--- config.mk ---
export PLATFORM = sky130hd
export DESIGN_NAME = unidade_es_param
export DESIGN_NICKNAME = d
export VERILOG_FILES = /design/src/rtl/unidade_es_param.sv
export SDC_FILE = /design/constraint.sdc
export NUM_CORES = 1
export LEC_CHECK = 0
export ABC_AREA = 1
export CAP_MARGIN = 15
export CORE_MARGIN = 2
export CORE_UTILIZATION = 55
export CTS_CLUSTER_DIAMETER = 150
export DETAILED_ROUTE_END_ITERATION = 8
export PLACE_DENSITY = 0.81
export SLEW_MARGIN = 20
export SYNTH_ARGS = -nofsm -noshare
export SYNTH_HDL_FRONTEND = slang
export SYNTH_SLANG_ARGS = --single-unit
--- constraint.sdc ---
create_clock -name clock -period 3.6 [get_ports clock]
set_input_delay 0.72 -clock clock [delete_from_list [all_inputs] [get_ports clock]]
set_output_delay 0.72 -clock clock [all_outputs]
set_load 0.03 [all_outputs]
--- src/rtl/unidade_es_param.sv ---
// Parametrised I/O unit: OUT runs a sequential double-dabble conversion onto
// seven-segment digits; IN stalls the core until a debounced confirm press.
module unidade_es_param #(
  parameter int DATA_W     = 32,
  parameter int IN_W       = 16,
  parameter int DIGITS     = 8,
  parameter int SIGNED     = 1,
  parameter int DEB_CYCLES = 50000
) (
  input  logic                  clock,
  input  logic                  reset,
  input  logic [1:0]            io_op,
  input  logic [DATA_W-1:0]     saida,
  input  logic [IN_W-1:0]       entrada,
  input  logic                  confirma,
  output logic [DATA_W-1:0]     dado_entrada,
  output logic                  trava,
  output logic [7*DIGITS-1:0]   displays,
  output logic                  ocupado
);

  localparam int BW = 4 * DIGITS;
  localparam int CW = $clog2(DATA_W + 1);
  localparam int DW = $clog2(DEB_CYCLES);

  localparam logic [6:0] SEG_BLANK = 7'h7F;
  localparam logic [6:0] SEG_MINUS = 7'h3F;

  typedef enum logic [1:0] {
    OCIOSO,
    CONVERTE,
    ESPERA_ENTRADA,
    LIBERA
  } state_t;

  state_t              state;
  logic [DATA_W-1:0]   bin;
  logic [BW-1:0]       bcd;
  logic [CW-1:0]       cnt;
  logic                neg;
  logic                ovf;
  logic                deb_level;
  logic [DW-1:0]       deb_cnt;

  logic [BW-1:0]       bcd_adj;
  logic [BW-1:0]       bcd_next;
  logic [DATA_W-1:0]   bin_next;
  logic                ovf_next;
  logic [7*DIGITS-1:0] disp_next;
  int                  msd;

  logic                neg_in;
  logic [DATA_W-1:0]   mag_in;
  logic [DATA_W-1:0]   ext_s;
  logic [DATA_W-1:0]   ext_in;
  logic                deb_rise;

  function automatic logic [6:0] seg7(input logic [3:0] d);
    case (d)
      4'd0:    return 7'h40;
      4'd1:    return 7'h79;
      4'd2:    return 7'h24;
      4'd3:    return 7'h30;
      4'd4:    return 7'h19;
      4'd5:    return 7'h12;
      4'd6:    return 7'h02;
      4'd7:    return 7'h78;
      4'd8:    return 7'h00;
      4'd9:    return 7'h10;
      default: return SEG_BLANK;
    endcase
  endfunction

  assign neg_in = (SIGNED != 0) && saida[DATA_W-1];
  assign mag_in = neg_in ? (~saida + DATA_W'(1)) : saida;
  assign ext_s  = DATA_W'($signed(entrada));
  assign ext_in = (SIGNED != 0) ? ext_s : DATA_W'(entrada);

  // Fires on the edge where the debounced level is about to go high.
  assign deb_rise = !deb_level && confirma && (deb_cnt == DW'(DEB_CYCLES - 1));

  assign trava = ((io_op == 2'b01) || (io_op == 2'b10)) && (state != LIBERA) && !reset;

  // One double-dabble step: correct each nibble, then shift {bcd, bin} left.
  always_comb begin
    // NOTE: every variable gets a default before the loop so no latch is inferred.
    bcd_adj = bcd;
    for (int k = 0; k < DIGITS; k++) begin
      if (bcd[4*k +: 4] >= 4'd5) bcd_adj[4*k +: 4] = bcd[4*k +: 4] + 4'd3;
    end
    {bcd_next, bin_next} = {bcd_adj, bin} << 1;
    ovf_next = ovf | bcd_adj[BW-1];
  end

  always_comb begin
    msd = 0;
    for (int k = 0; k < DIGITS; k++) begin
      if (bcd_next[4*k +: 4] != 4'd0) msd = k;
    end
    disp_next = '1;
    for (int k = 0; k < DIGITS; k++) begin
      if (k <= msd)                    disp_next[7*k +: 7] = seg7(bcd_next[4*k +: 4]);
      else if (neg && (k == msd + 1))  disp_next[7*k +: 7] = SEG_MINUS;
      else                             disp_next[7*k +: 7] = SEG_BLANK;
    end
    // Value too wide, or negative with no digit left for the sign.
    if (ovf_next || (neg && (msd == DIGITS - 1))) disp_next = {DIGITS{SEG_MINUS}};
  end

  always_ff @(posedge clock) begin
    if (reset) begin
      state        <= OCIOSO;
      ocupado      <= 1'b0;
      bin          <= '0;
      bcd          <= '0;
      cnt          <= '0;
      neg          <= 1'b0;
      ovf          <= 1'b0;
      deb_level    <= 1'b0;
      deb_cnt      <= '0;
      dado_entrada <= '0;
      displays     <= '1;
    end else begin
      // NOTE: all state here uses <= so every register sees pre-edge values.
      if (confirma == deb_level) begin
        deb_cnt <= '0;
      end else if (deb_cnt == DW'(DEB_CYCLES - 1)) begin
        deb_level <= confirma;
        deb_cnt   <= '0;
      end else begin
        deb_cnt <= deb_cnt + 1'b1;
      end

      case (state)
        OCIOSO: begin
          if (io_op == 2'b10) begin
            bin     <= mag_in;
            neg     <= neg_in;
            bcd     <= '0;
            ovf     <= 1'b0;
            cnt     <= CW'(DATA_W);
            state   <= CONVERTE;
            ocupado <= 1'b1;
          end else if (io_op == 2'b01) begin
            state   <= ESPERA_ENTRADA;
            ocupado <= 1'b1;
          end
        end
        CONVERTE: begin
          bcd <= bcd_next;
          bin <= bin_next;
          ovf <= ovf_next;
          cnt <= cnt - 1'b1;
          if (cnt == CW'(1)) begin
            displays <= disp_next;
            state    <= LIBERA;
          end
        end
        ESPERA_ENTRADA: begin
          if (deb_rise) begin
            dado_entrada <= ext_in;
            state        <= LIBERA;
          end
        end
        LIBERA: begin
          state   <= OCIOSO;
          ocupado <= 1'b0;
        end
        default: begin
          state   <= OCIOSO;
          ocupado <= 1'b0;
        end
      endcase
    end
  end

endmodule

## Word level (Yosys, flattened, before mapping)

Memories as Yosys holds them, arrays and structs flattened.
Index checks and enable logic that the tools add are counted.

| storage, ports and cells | value |
|---|---|
| bits of input ports | 53 |
| latch bits | 0 |
| memory bits (read-only) | 896 |
| RAM bits | 0 |
| register bits | 164 |
| memories kept | 8 |
| output and inout port bits | 90 |

| cells by class | value |
|---|---|
| eq/ne operators | 21 |
| div/mod/pow operators | 0 |
| shift operators | 0 |
| magnitude comparators | 16 |
| $mul | 0 |
| add/sub/neg operators | 12 |
| bitwise gates (word level) | 3 |
| muxes and demuxes | 49 |
| reductions and logical operators | 36 |

Memory list:

| memory | words | bits a word | rd ports | clocked after Yosys merged registers in | wr ports | line | RTL |
|---|---|---|---|---|---|---|---|
| (name not given) | 16 | 7 | 1 | 0 | 0 | 59 | `case (d)` |
| (name not given) | 16 | 7 | 1 | 0 | 0 | 59 |  |
| (name not given) | 16 | 7 | 1 | 0 | 0 | 59 |  |
| (name not given) | 16 | 7 | 1 | 0 | 0 | 59 |  |
| (name not given) | 16 | 7 | 1 | 0 | 0 | 59 |  |
| (name not given) | 16 | 7 | 1 | 0 | 0 | 59 |  |
| 2 more memories | - | - | - | - | - | - |  |

Operators by type and width:

| kind | count |
|---|---|
| two-way mux 32 bit | 9 |
| equality test 4 x 32 -> 1 bit (first input constant) | 4 |
| less-or-equal comparator 4 x 32 -> 1 bit (first input constant) | 4 |
| one-hot mux 32 bit (2 select lines) | 2 |
| two-way mux 7 bit | 16 |
| equality test 3 x 32 -> 1 bit (first input constant) | 2 |
| less-or-equal comparator 3 x 32 -> 1 bit (first input constant) | 2 |
| two-way mux 56 bit | 1 |
| adder 32 x 1 -> 32 bit (second input constant) | 1 |
| adder 32 x 2 -> 32 bit (second input constant) | 1 |
| adder 4 x 2 -> 4 bit (second input constant) | 8 |
| equality test 2 x 32 -> 1 bit (first input constant) | 1 |
| equality test 32 x 4 -> 1 bit (second input constant) | 1 |
| greater-or-equal comparator 4 x 3 -> 1 bit (second input constant) | 8 |
| less-or-equal comparator 1 x 32 -> 1 bit (first input constant) | 1 |
| less-or-equal comparator 2 x 32 -> 1 bit (first input constant) | 1 |
| zero test 32 bit | 1 |
| two-way mux 4 bit | 8 |
| NOT 32 bit | 1 |
| nonzero test 4 bit | 7 |
| adder 16 x 1 -> 16 bit (second input constant) | 1 |
| equality test 16 bit (second input constant) | 1 |
| logical AND 1 bit | 13 |
| one-hot mux 6 bit (2 select lines) | 1 |
| 21 further kinds | 42 |

## Longest topological paths before layout

Gate-level depths: netlist of the first run.

| logic depth | value |
|---|---|
| depth after elaboration | 16 |
| mapped depth | 25 |

## Least setup slack after synthesis of the first run

No wires, ideal clock.

| timing path | value |
|---|---|
| path kind | register to register |
| start point | register bcd[8] |
| end point | register displays[54] |
| cell stages (with the launch flop) | 26 |
| period minus slack after synthesis | 3.231 ns |
| library setup time | 0.131 ns |
| buffers on the path | 0 |
| path slack | 0.369 ns |
| data arrival time | 3.100 ns |
| cells stage by stage | dfxtp_1 -> inv_1 -> ha_1 -> inv_1 -> nand2_1 -> nand3_1 -> xor2_1 -> inv_1 -> ha_1 -> nand3_1 -> nor2_1 -> nand2_1 -> nand2_1 -> nand2_1 -> nand2_2 -> nand2_1 -> nand2_1 -> nand2_1 -> inv_1 -> ha_1 -> a21oi_2 -> nand2_2 -> inv_2 -> nand3_1 -> a21oi_1 -> o21ai_1 |

| between the ends | value |
|---|---|
| longest elaborated chain between the ends | 13 |
| elaborated cells between the ends (all ways) | 17 |

RTL lines:

| what | line | RTL |
|---|---|---|
| start, declared | 38 | `logic [BW-1:0] bcd;` |
| start signal, assigned | 150 | `bcd <= bcd_next;` |
| adder 4 x 2 -> 4 bit / greater-or-equal comparator 4 x 3 -> 1 bit (equally long branches) | 89 | `if (bcd[4*k +: 4] >= 4'd5) bcd_adj[4*k +: 4] = bcd[4*k +: 4] + 4'd3;` |
| two-way mux 4 bit (*) | 89 |  |
| nonzero test 4 bit | 98 | `if (bcd_next[4*k +: 4] != 4'd0) msd = k;` |
| two-way mux 32 bit | 98 |  |
| two-way mux 32 bit (*) (5 in a row) | 98 |  |
| parallel branches: the longest is 3 deep, another holds less-or-equal comparator 4 x 32 -> 1 bit | - |  |
| two-way mux 56 bit (*) | 107 | `if (ovf_next \|\| (neg && (msd == DIGITS - 1))) disp_next = {DIGITS{SEG_MINUS}};` |
| end signal, assigned | 155 | `displays <= disp_next;` |
| end, declared | 18 | `output logic [7*DIGITS-1:0] displays,` |

Mark *: on every way between the ends.
A chain may end at the register's enable or synchronous reset.

## Final worst setup path of the first run

| timing path | value |
|---|---|
| start point | register bcd[12] |
| end point | register displays[5] |

| between the ends | value |
|---|---|
| longest elaborated chain between the ends | 12 |
| elaborated cells between the ends (all ways) | 16 |

RTL lines:

| what | line |
|---|---|
| adder 4 x 2 -> 4 bit / greater-or-equal comparator 4 x 3 -> 1 bit (equally long branches) | 89 |
| two-way mux 4 bit (*) | 89 |
| nonzero test 4 bit | 98 |
| two-way mux 32 bit | 98 |
| two-way mux 32 bit (*) (4 in a row) | 98 |
| parallel branches: the longest is 3 deep, another holds less-or-equal comparator 1 x 32 -> 1 bit | - |
| two-way mux 56 bit (*) | 107 |

Marks and branches as above.

==> run metrics, run 1 <==
Ports=143; WL per Instance=13.6 um; RePlAce Congestion=0.950; kind of critical path=reg -> reg; WP data required=3.89 ns; register area share after synthesis=34.1%; main area contributors after synthesis=dfxtp_1 34%, nand2_1 12%, ha_1 8.7%, a21oi_1 6.8%, inv_1 6.1%; clock root buffer=clkbuf_16; CTS sink cnt=164; Comb pwr share=18.0%; Seq cells post-synth=164; Post-CTS Hold Fix Bufs=0; Least-Margin Pin Slew=0.753 ns; FF-to-FF path depth=23; slew margin rel.=49.8%; clock-pin transition on the worst setup and hold timing paths=0.06 ns; Crit. Startpoint=bcd[12]$_SDFFE_PP0P_; Die Width=136 um; Die Y=136 um; Cell Pwr Density=380 mW/mm2; # nets final=1638; Int Pwr=3.18 mW; cell accounting for the most synthesized area=dfxtp_1; FMAX=294 MHz; Area Growth Syn to Fin=23.5%; status=finished clean; Distinct cells, synth=47; synthesized area per cell=6.90 um2; Psw=1.34 mW; final worst slack=0.200 ns; R2R setup slack=0.20 ns; Clock Power Share=38.4%; vias in the first global route=8647; post-DR vias/cell=5.43; DRC=0; sequential share of power=43.6%; Finished Cell Area=0.0119 mm2; Synthesized Nets=1514; violation count after the first detailed-route iteration=573; pin count of the biggest net entering global routing=59; WP data arrival=3.69 ns; starting density of the core=56.0%; post-synthesis cell count=1394; cell area after placement=0.0112 mm2; cell with the most instances after synthesis=nand2_1; antenna-violating nets left=0; share of cells above drive strength 1=8.82%; Detailed Place HPWL=16900 um; Setup-failing EPs final=0; Critical Path Fanout Max=7; dpl ws=0.0355 ns; Hold Fails Final Rpt=0; share of flip-flops with an asynchronous set or reset=0%; global-route wire length before repair=39100 um; 1st-pass router iterations=6; GRT Residual Overflow=0; Critical path destination=displays[5]$_SDFFE_PP1P_; Tmin final=3.40 ns; Post-synth EDFFs=0; Tcrit/Tclk final=94.4%; R2R Path Start=bcd[12]$_SDFFE_PP0P_; row count=48; most frequently used flop master after synthesis=dfxtp_1; Max Cap Viol=0; Clock Path Buffers=2; fin. max-slew vios=0; n_diodes=0; CTS tree=done; GRT Util Overall=25.7%; Worst Setup End Kind=flip-flop; Die ar.=0.0186 mm2; synthesized area=0.00962 mm2; Yosys top cell area share=34.1%; htree depth=4; initial antenna violation count=0; Post-synth top cells=318 x nand2_1, 164 x dfxtp_1, 156 x inv_1; core box area=0.0172 mm2; FF-to-FF End=displays[5]$_SDFFE_PP1P_; via count=9543; Sw Ratio=29.7%; worst skew pair latency=0.43 ns; CTS buffer count=17; Setup Skew=0.00866 ns; Min-Delay Path Class=reg -> reg; critical path startpoint category=flip-flop; leakage=4.90 nW; detailed-route wire length=23900 um; PortBufs=142; Peak VDD IR=0.348 mV; Warnings, synthesis=0
[per-stage QoR]
| stage | hold WS (ns) | std cells | util (%) | TNS, ns | total power [mW] |
|---|---|---|---|---|---|
| 2_1_floorplan | 0.418 | 1394 | - | 0 | 2.56 |
| 3_3_place_gp | 0.435 | 1718 | 65.1 | 0 | 2.79 |
| 3_5_place_dp | 0.436 | 1718 | 65.1 | 0 | 2.81 |
| 4_1_cts | 0.452 | 1750 | 68.3 | 0 | 4.53 |
| 5_1_grt | 0.473 | 1756 | 69.2 | -0.871 | 4.73 |
| 6_report | 0.447 | 1756 | 69.2 | 0 | 4.52 |
[state kept, by name (all words and copies together) (netlist names), 2 cells and up]
signal        cells
deb_cnt          16
bcd              32
dado_entrada     16
bin              32
displays         56
cnt               6
state             2
[logic make-up after synthesis]
| logic type | after synthesis | synth area share, % |
|---|---|---|
| and+or+nand+nor | 605 | 27.7 |
| DFF | 164 | 34.1 |
| adders and majority gates | 67 | 8.71 |
| buffers and inverters | 229 | 9.78 |
| AOI/OAI and AO/OA | 310 | 17.9 |
| xor gates and xnor gates | 19 | 1.73 |
[layout make-up]
class / count / area, um2
clock buffers: 20 / 457
clock inverters: 12 / 105
fillers: 1477 / 5290
inverters: 165 / 622
multi-input cells: 1001 / 5500
flip-flops and latches: 164 / 3290
well taps: 225 / 282
repair buffers: 169 / 1640
[per-layer routing]
layer / part of all wire [%] / vias up / wire length (um) / GRT usage, %
li1: - / 4838 / - / -
met1: 44 / 4382 / 10600 / 32.5
met2: 48 / 280 / 11400 / 43.8
met3: 5.7 / 43 / 1360 / 4.59
met4: 2.1 / 0 / 503 / 9.09
met5: 0 / - / 0 / 0
[placed cells by master, fill, tap and decap left out, drive strengths merged, types with 28 or more instances in the layout]
master / n
nand3: 96
inv: 162
nand2: 326
dfxtp: 164
a21oi: 132
o21ai: 105
clkdlybuf4s50: 141
nor2: 121
ha: 67
buf: 28
nor3: 33
[power by group through the flow]
stage | registers, mW | clock network, mW | logic, mW
final | 1.97 | 1.74 | 0.816
after global placement | 2.01 | 0 | 0.788
after CTS | 1.97 | 1.75 | 0.808
after floorplan | 2.01 | 0 | 0.552
after global routing | 1.98 | 1.83 | 0.914
after detailed placement | 2.01 | 0 | 0.803
[worst max-delay path: stages, from the launching register on]
cell	delay, ns
dfxtp_1	0.35
inv_2	0.10
ha_1	0.16
inv_1	0.06
o21ai_2	0.21
nand2_2	0.12
xor2_2	0.28
ha_1	0.19
inv_1	0.07
nor2_2	0.13
nand2_1	0.07
nand2_1	0.07
nand2_2	0.07
nand2_1	0.09
nand2_1	0.09
nand2_1	0.09
inv_1	0.05
ha_1	0.21
a21oi_4	0.19
nand2_4	0.11
inv_4	0.15
nand2_1	0.15
a31oi_1	0.16
o21ai_0	0.08
[how the worst min path moves through the flow]
stage,startpoint,to,depth (start not counted)
floorplan,deb_cnt[0]$_SDFF_PP0_,deb_cnt[0]$_SDFF_PP0_,1
finish,deb_cnt[0]$_SDFF_PP0_,deb_cnt[0]$_SDFF_PP0_,1
global route,deb_cnt[0]$_SDFF_PP0_,deb_cnt[0]$_SDFF_PP0_,1
global placement,deb_cnt[0]$_SDFF_PP0_,deb_cnt[0]$_SDFF_PP0_,1
detailed placement,deb_cnt[0]$_SDFF_PP0_,deb_cnt[0]$_SDFF_PP0_,1
CTS,deb_cnt[0]$_SDFF_PP0_,deb_cnt[0]$_SDFF_PP0_,1
[repair_timing]
item                       in CTS  in global routing
resized for setup               0                 28
setup endpoints to repair       0                 47
buffers inserted                0                  6
Power figures use the tool's default switching activity.
==> run 2: changes to the inputs <==
CORE_UTILIZATION = 42   (was 55)
PLACE_DENSITY = unset   (was 0.81)
==> run 2 against run 1 <==
Net effect:
- global-route usage shrank 5.2 points
- maximum frequency increased by 2.0%
- critical path depth fell by 1
- count of clock-buffer cells in the layout decreased by 1
- clock power grew 8%
- register-to-register slack better by 0.07 ns
- non-clock buffer count decreased by 4
- via count down 4.0%
- die area grew 30%
- highest routed layer unchanged
- largest cell class unchanged
==> run metrics, run 2 (synthesis results as in run 1) <==
Sw Ratio=29.3% (-0.44 points); DRC=0 (unchanged); worst skew pair latency=0.43 ns (about the same); Die Y=155 um (+14%); clock root buffer=clkbuf_16; Min-Delay Path Class=reg -> reg; htree depth=4 (unchanged); Critical Path Fanout Max=7 (unchanged); dpl cells=1778 (+3.5%); FF-to-FF End=displays[54]$_SDFFE_PP1P_; Power Total=4.68 mW (+3.5%); fin. max-slew vios=0 (unchanged); Clock Path Buffers=2 (unchanged); Tcrit/Tclk final=92.6% (-1.8 points); RSZ-0062 raised after global routing=true; WHS=0.453 ns (+0.00578 ns); slew margin rel.=34.9% (-15 points); row count=55 (+15%); Die Width=155 um (+14%); Worst Setup End Kind=flip-flop; Finished Cell Area=0.0120 mm2 (+0.89%); Critical path destination=displays[54]$_SDFFE_PP1P_; Setup Skew=0.0103 ns (+0.00166 ns); FMAX=300 MHz (+2.0%); n_diodes=0 (unchanged); RePlAce Congestion=0.888 (-6.5%); Peak VDD IR=0.273 mV (-22%); register with the most flip-flops=displays; GRT Util Overall=20.5% (-5.2 points); R2R setup slack=0.27 ns (+0.07 ns); detailed-route wire length=24600 um (+2.9%); FF-to-FF path depth=22 (-4.3%); via count=9165 (-4.0%); Ports=143 (unchanged); Area Growth Syn to Fin=24.6%; kind of critical path=reg -> reg; WP data required=3.91 ns (+0.02 ns); Setup TNS=0 ns (unchanged); Detailed Place HPWL=17600 um (+4.1%); 1st-pass router iterations=6 (unchanged); Hold Fails Final Rpt=0 (unchanged); vias in the first global route=8433 (-2.5%); CTS tree=done; violation count after the first detailed-route iteration=518 (-9.6%); CTS buffer count=17 (unchanged); Largest regs=displays (56), bcd (32), bin (32); CTS sink cnt=164 (unchanged); Die ar.=0.0241 mm2 (+30%); status=finished clean; antenna-violating nets left=0 (unchanged); core box area=0.0226 mm2 (+31%); Post-CTS Hold Fix Bufs=0 (unchanged); Tmin final=3.33 ns (-0.0656 ns); sequential share of power=42.1% (-1.5 points); starting density of the core=42.6% (-13 points); Setup-failing EPs final=0 (unchanged); most common library cell in the layout ignoring fill and taps=nand2_1; WL per Instance=13.6 um (-0.23%); # nets final=1634 (-0.24%); GRT Residual Overflow=0 (unchanged); global-route wire length before repair=40800 um (+4.2%); Least-Margin Pin Slew=0.977 ns (+0.225 ns); commonest cells after routing, fill and taps aside=314 x nand2_1, 162 x dfxtp_1, 153 x inv_1; post-route insts no fill=1812 (+3.2%); Clock Power Share=40.2% (+1.8 points); pin count of the biggest net entering global routing=87 (+47%); max reg flops=56 (unchanged); Crit. Startpoint=bcd[12]$_SDFFE_PP0P_; R2R Path Start=bcd[12]$_SDFFE_PP0P_; hold path depth=1 (unchanged); Max Cap Viol=0 (unchanged); post-DR vias/cell=5.06 (-6.9%); share of cells above drive strength 1=8.51% (-0.30 points); critical path startpoint category=flip-flop; WP data arrival=3.65 ns (-0.04 ns); cell area after placement=0.0113 mm2 (+0.90%); Int Pwr=3.31 mW (+4.1%); Psw=1.37 mW (+1.9%); Cell Pwr Density=390 mW/mm2 (+2.5%); PortBufs=142 (unchanged); clock-pin transition on the worst setup and hold timing paths=0.07 ns (about the same); Comb pwr share=17.7% (-0.3 points); leakage=4.92 nW (+0.36%); initial antenna violation count=0 (unchanged)
run 2: area by class of cell:
cell class | count | area [um2]
repair buffers | 165 | 1630
inverters | 165 | 627
clock buffers | 19 | 443
multi-input cells | 1001 | 5500
well taps | 285 | 357
flip-flops and latches | 164 | 3290
clock inverters | 13 | 159
fillers | 2237 | 10600
run 2: stage by stage:
stage	worst slack [ns]	util (%)
global route	-0.0216	53.1
detailed placement	0.00459	50.0
floorplan	0.369	-
CTS	0.0340	52.6
global placement	0.159	50.0
finish	0.265	53.1
run 2: worst min path at each step:
stage	from	to	slack, ns
6_report	deb_cnt[0]$_SDFF_PP0_	deb_cnt[0]$_SDFF_PP0_	0.45
5_1_grt	ovf$_SDFFE_PP0P_	ovf$_SDFFE_PP0P_	0.48
4_1_cts	ovf$_SDFFE_PP0P_	ovf$_SDFFE_PP0P_	0.46
3_5_place_dp	deb_cnt[0]$_SDFF_PP0_	deb_cnt[0]$_SDFF_PP0_	0.44
3_3_place_gp	deb_cnt[0]$_SDFF_PP0_	deb_cnt[0]$_SDFF_PP0_	0.43
2_1_floorplan	deb_cnt[0]$_SDFF_PP0_	deb_cnt[0]$_SDFF_PP0_	0.42
run 2: repair_timing:
action | 4_1_cts | 5_1_grt
resized for setup | 1 | 27
setup endpoints to repair | 1 | 53
buffers inserted | 0 | 2
pin swaps | 0 | 4
run 2: power by group through the flow:
stage               sequential, mW  combinational [mW]  clock [mW]
floorplan                     2.01               0.552           0
global placement              2.01               0.825           0
detailed placement            2.01               0.833           0
CTS                           1.97               0.835        1.92
global route                  1.98               0.932        2.00
finish                        1.97               0.826        1.88
run 2: layer usage:
layer,global-route usage [%],share of wire (%),vias up
met4,4.63,1.0,0
met3,3.96,3.7,22
met2,34.3,47,160
met5,0,0,-
met1,27.5,48,4150
li1,-,-,4833
run 2: worst max-delay path: stages (launching register included):
cell,delay [ns]
dfxtp_1,0.38
inv_1,0.10
ha_1,0.22
inv_1,0.09
o21ai_2,0.09
o21ai_2,0.22
inv_1,0.12
ha_1,0.23
nand3_1,0.14
inv_1,0.10
nand2_1,0.08
nand2_2,0.07
nand2_1,0.09
nand2_1,0.08
nand2_1,0.09
inv_1,0.04
ha_1,0.21
a21oi_4,0.22
nand2_4,0.16
inv_8,0.14
nand3_2,0.12
a21oi_1,0.15
o21ai_1,0.07
==> run 3: changes to the inputs <==
CORE_UTILIZATION = 55   (was 42)
PLACE_DENSITY = 0.81   (was unset)
==> results of run 3 <==
No change in the layout: final DEF, timing and power equal those of run 1.
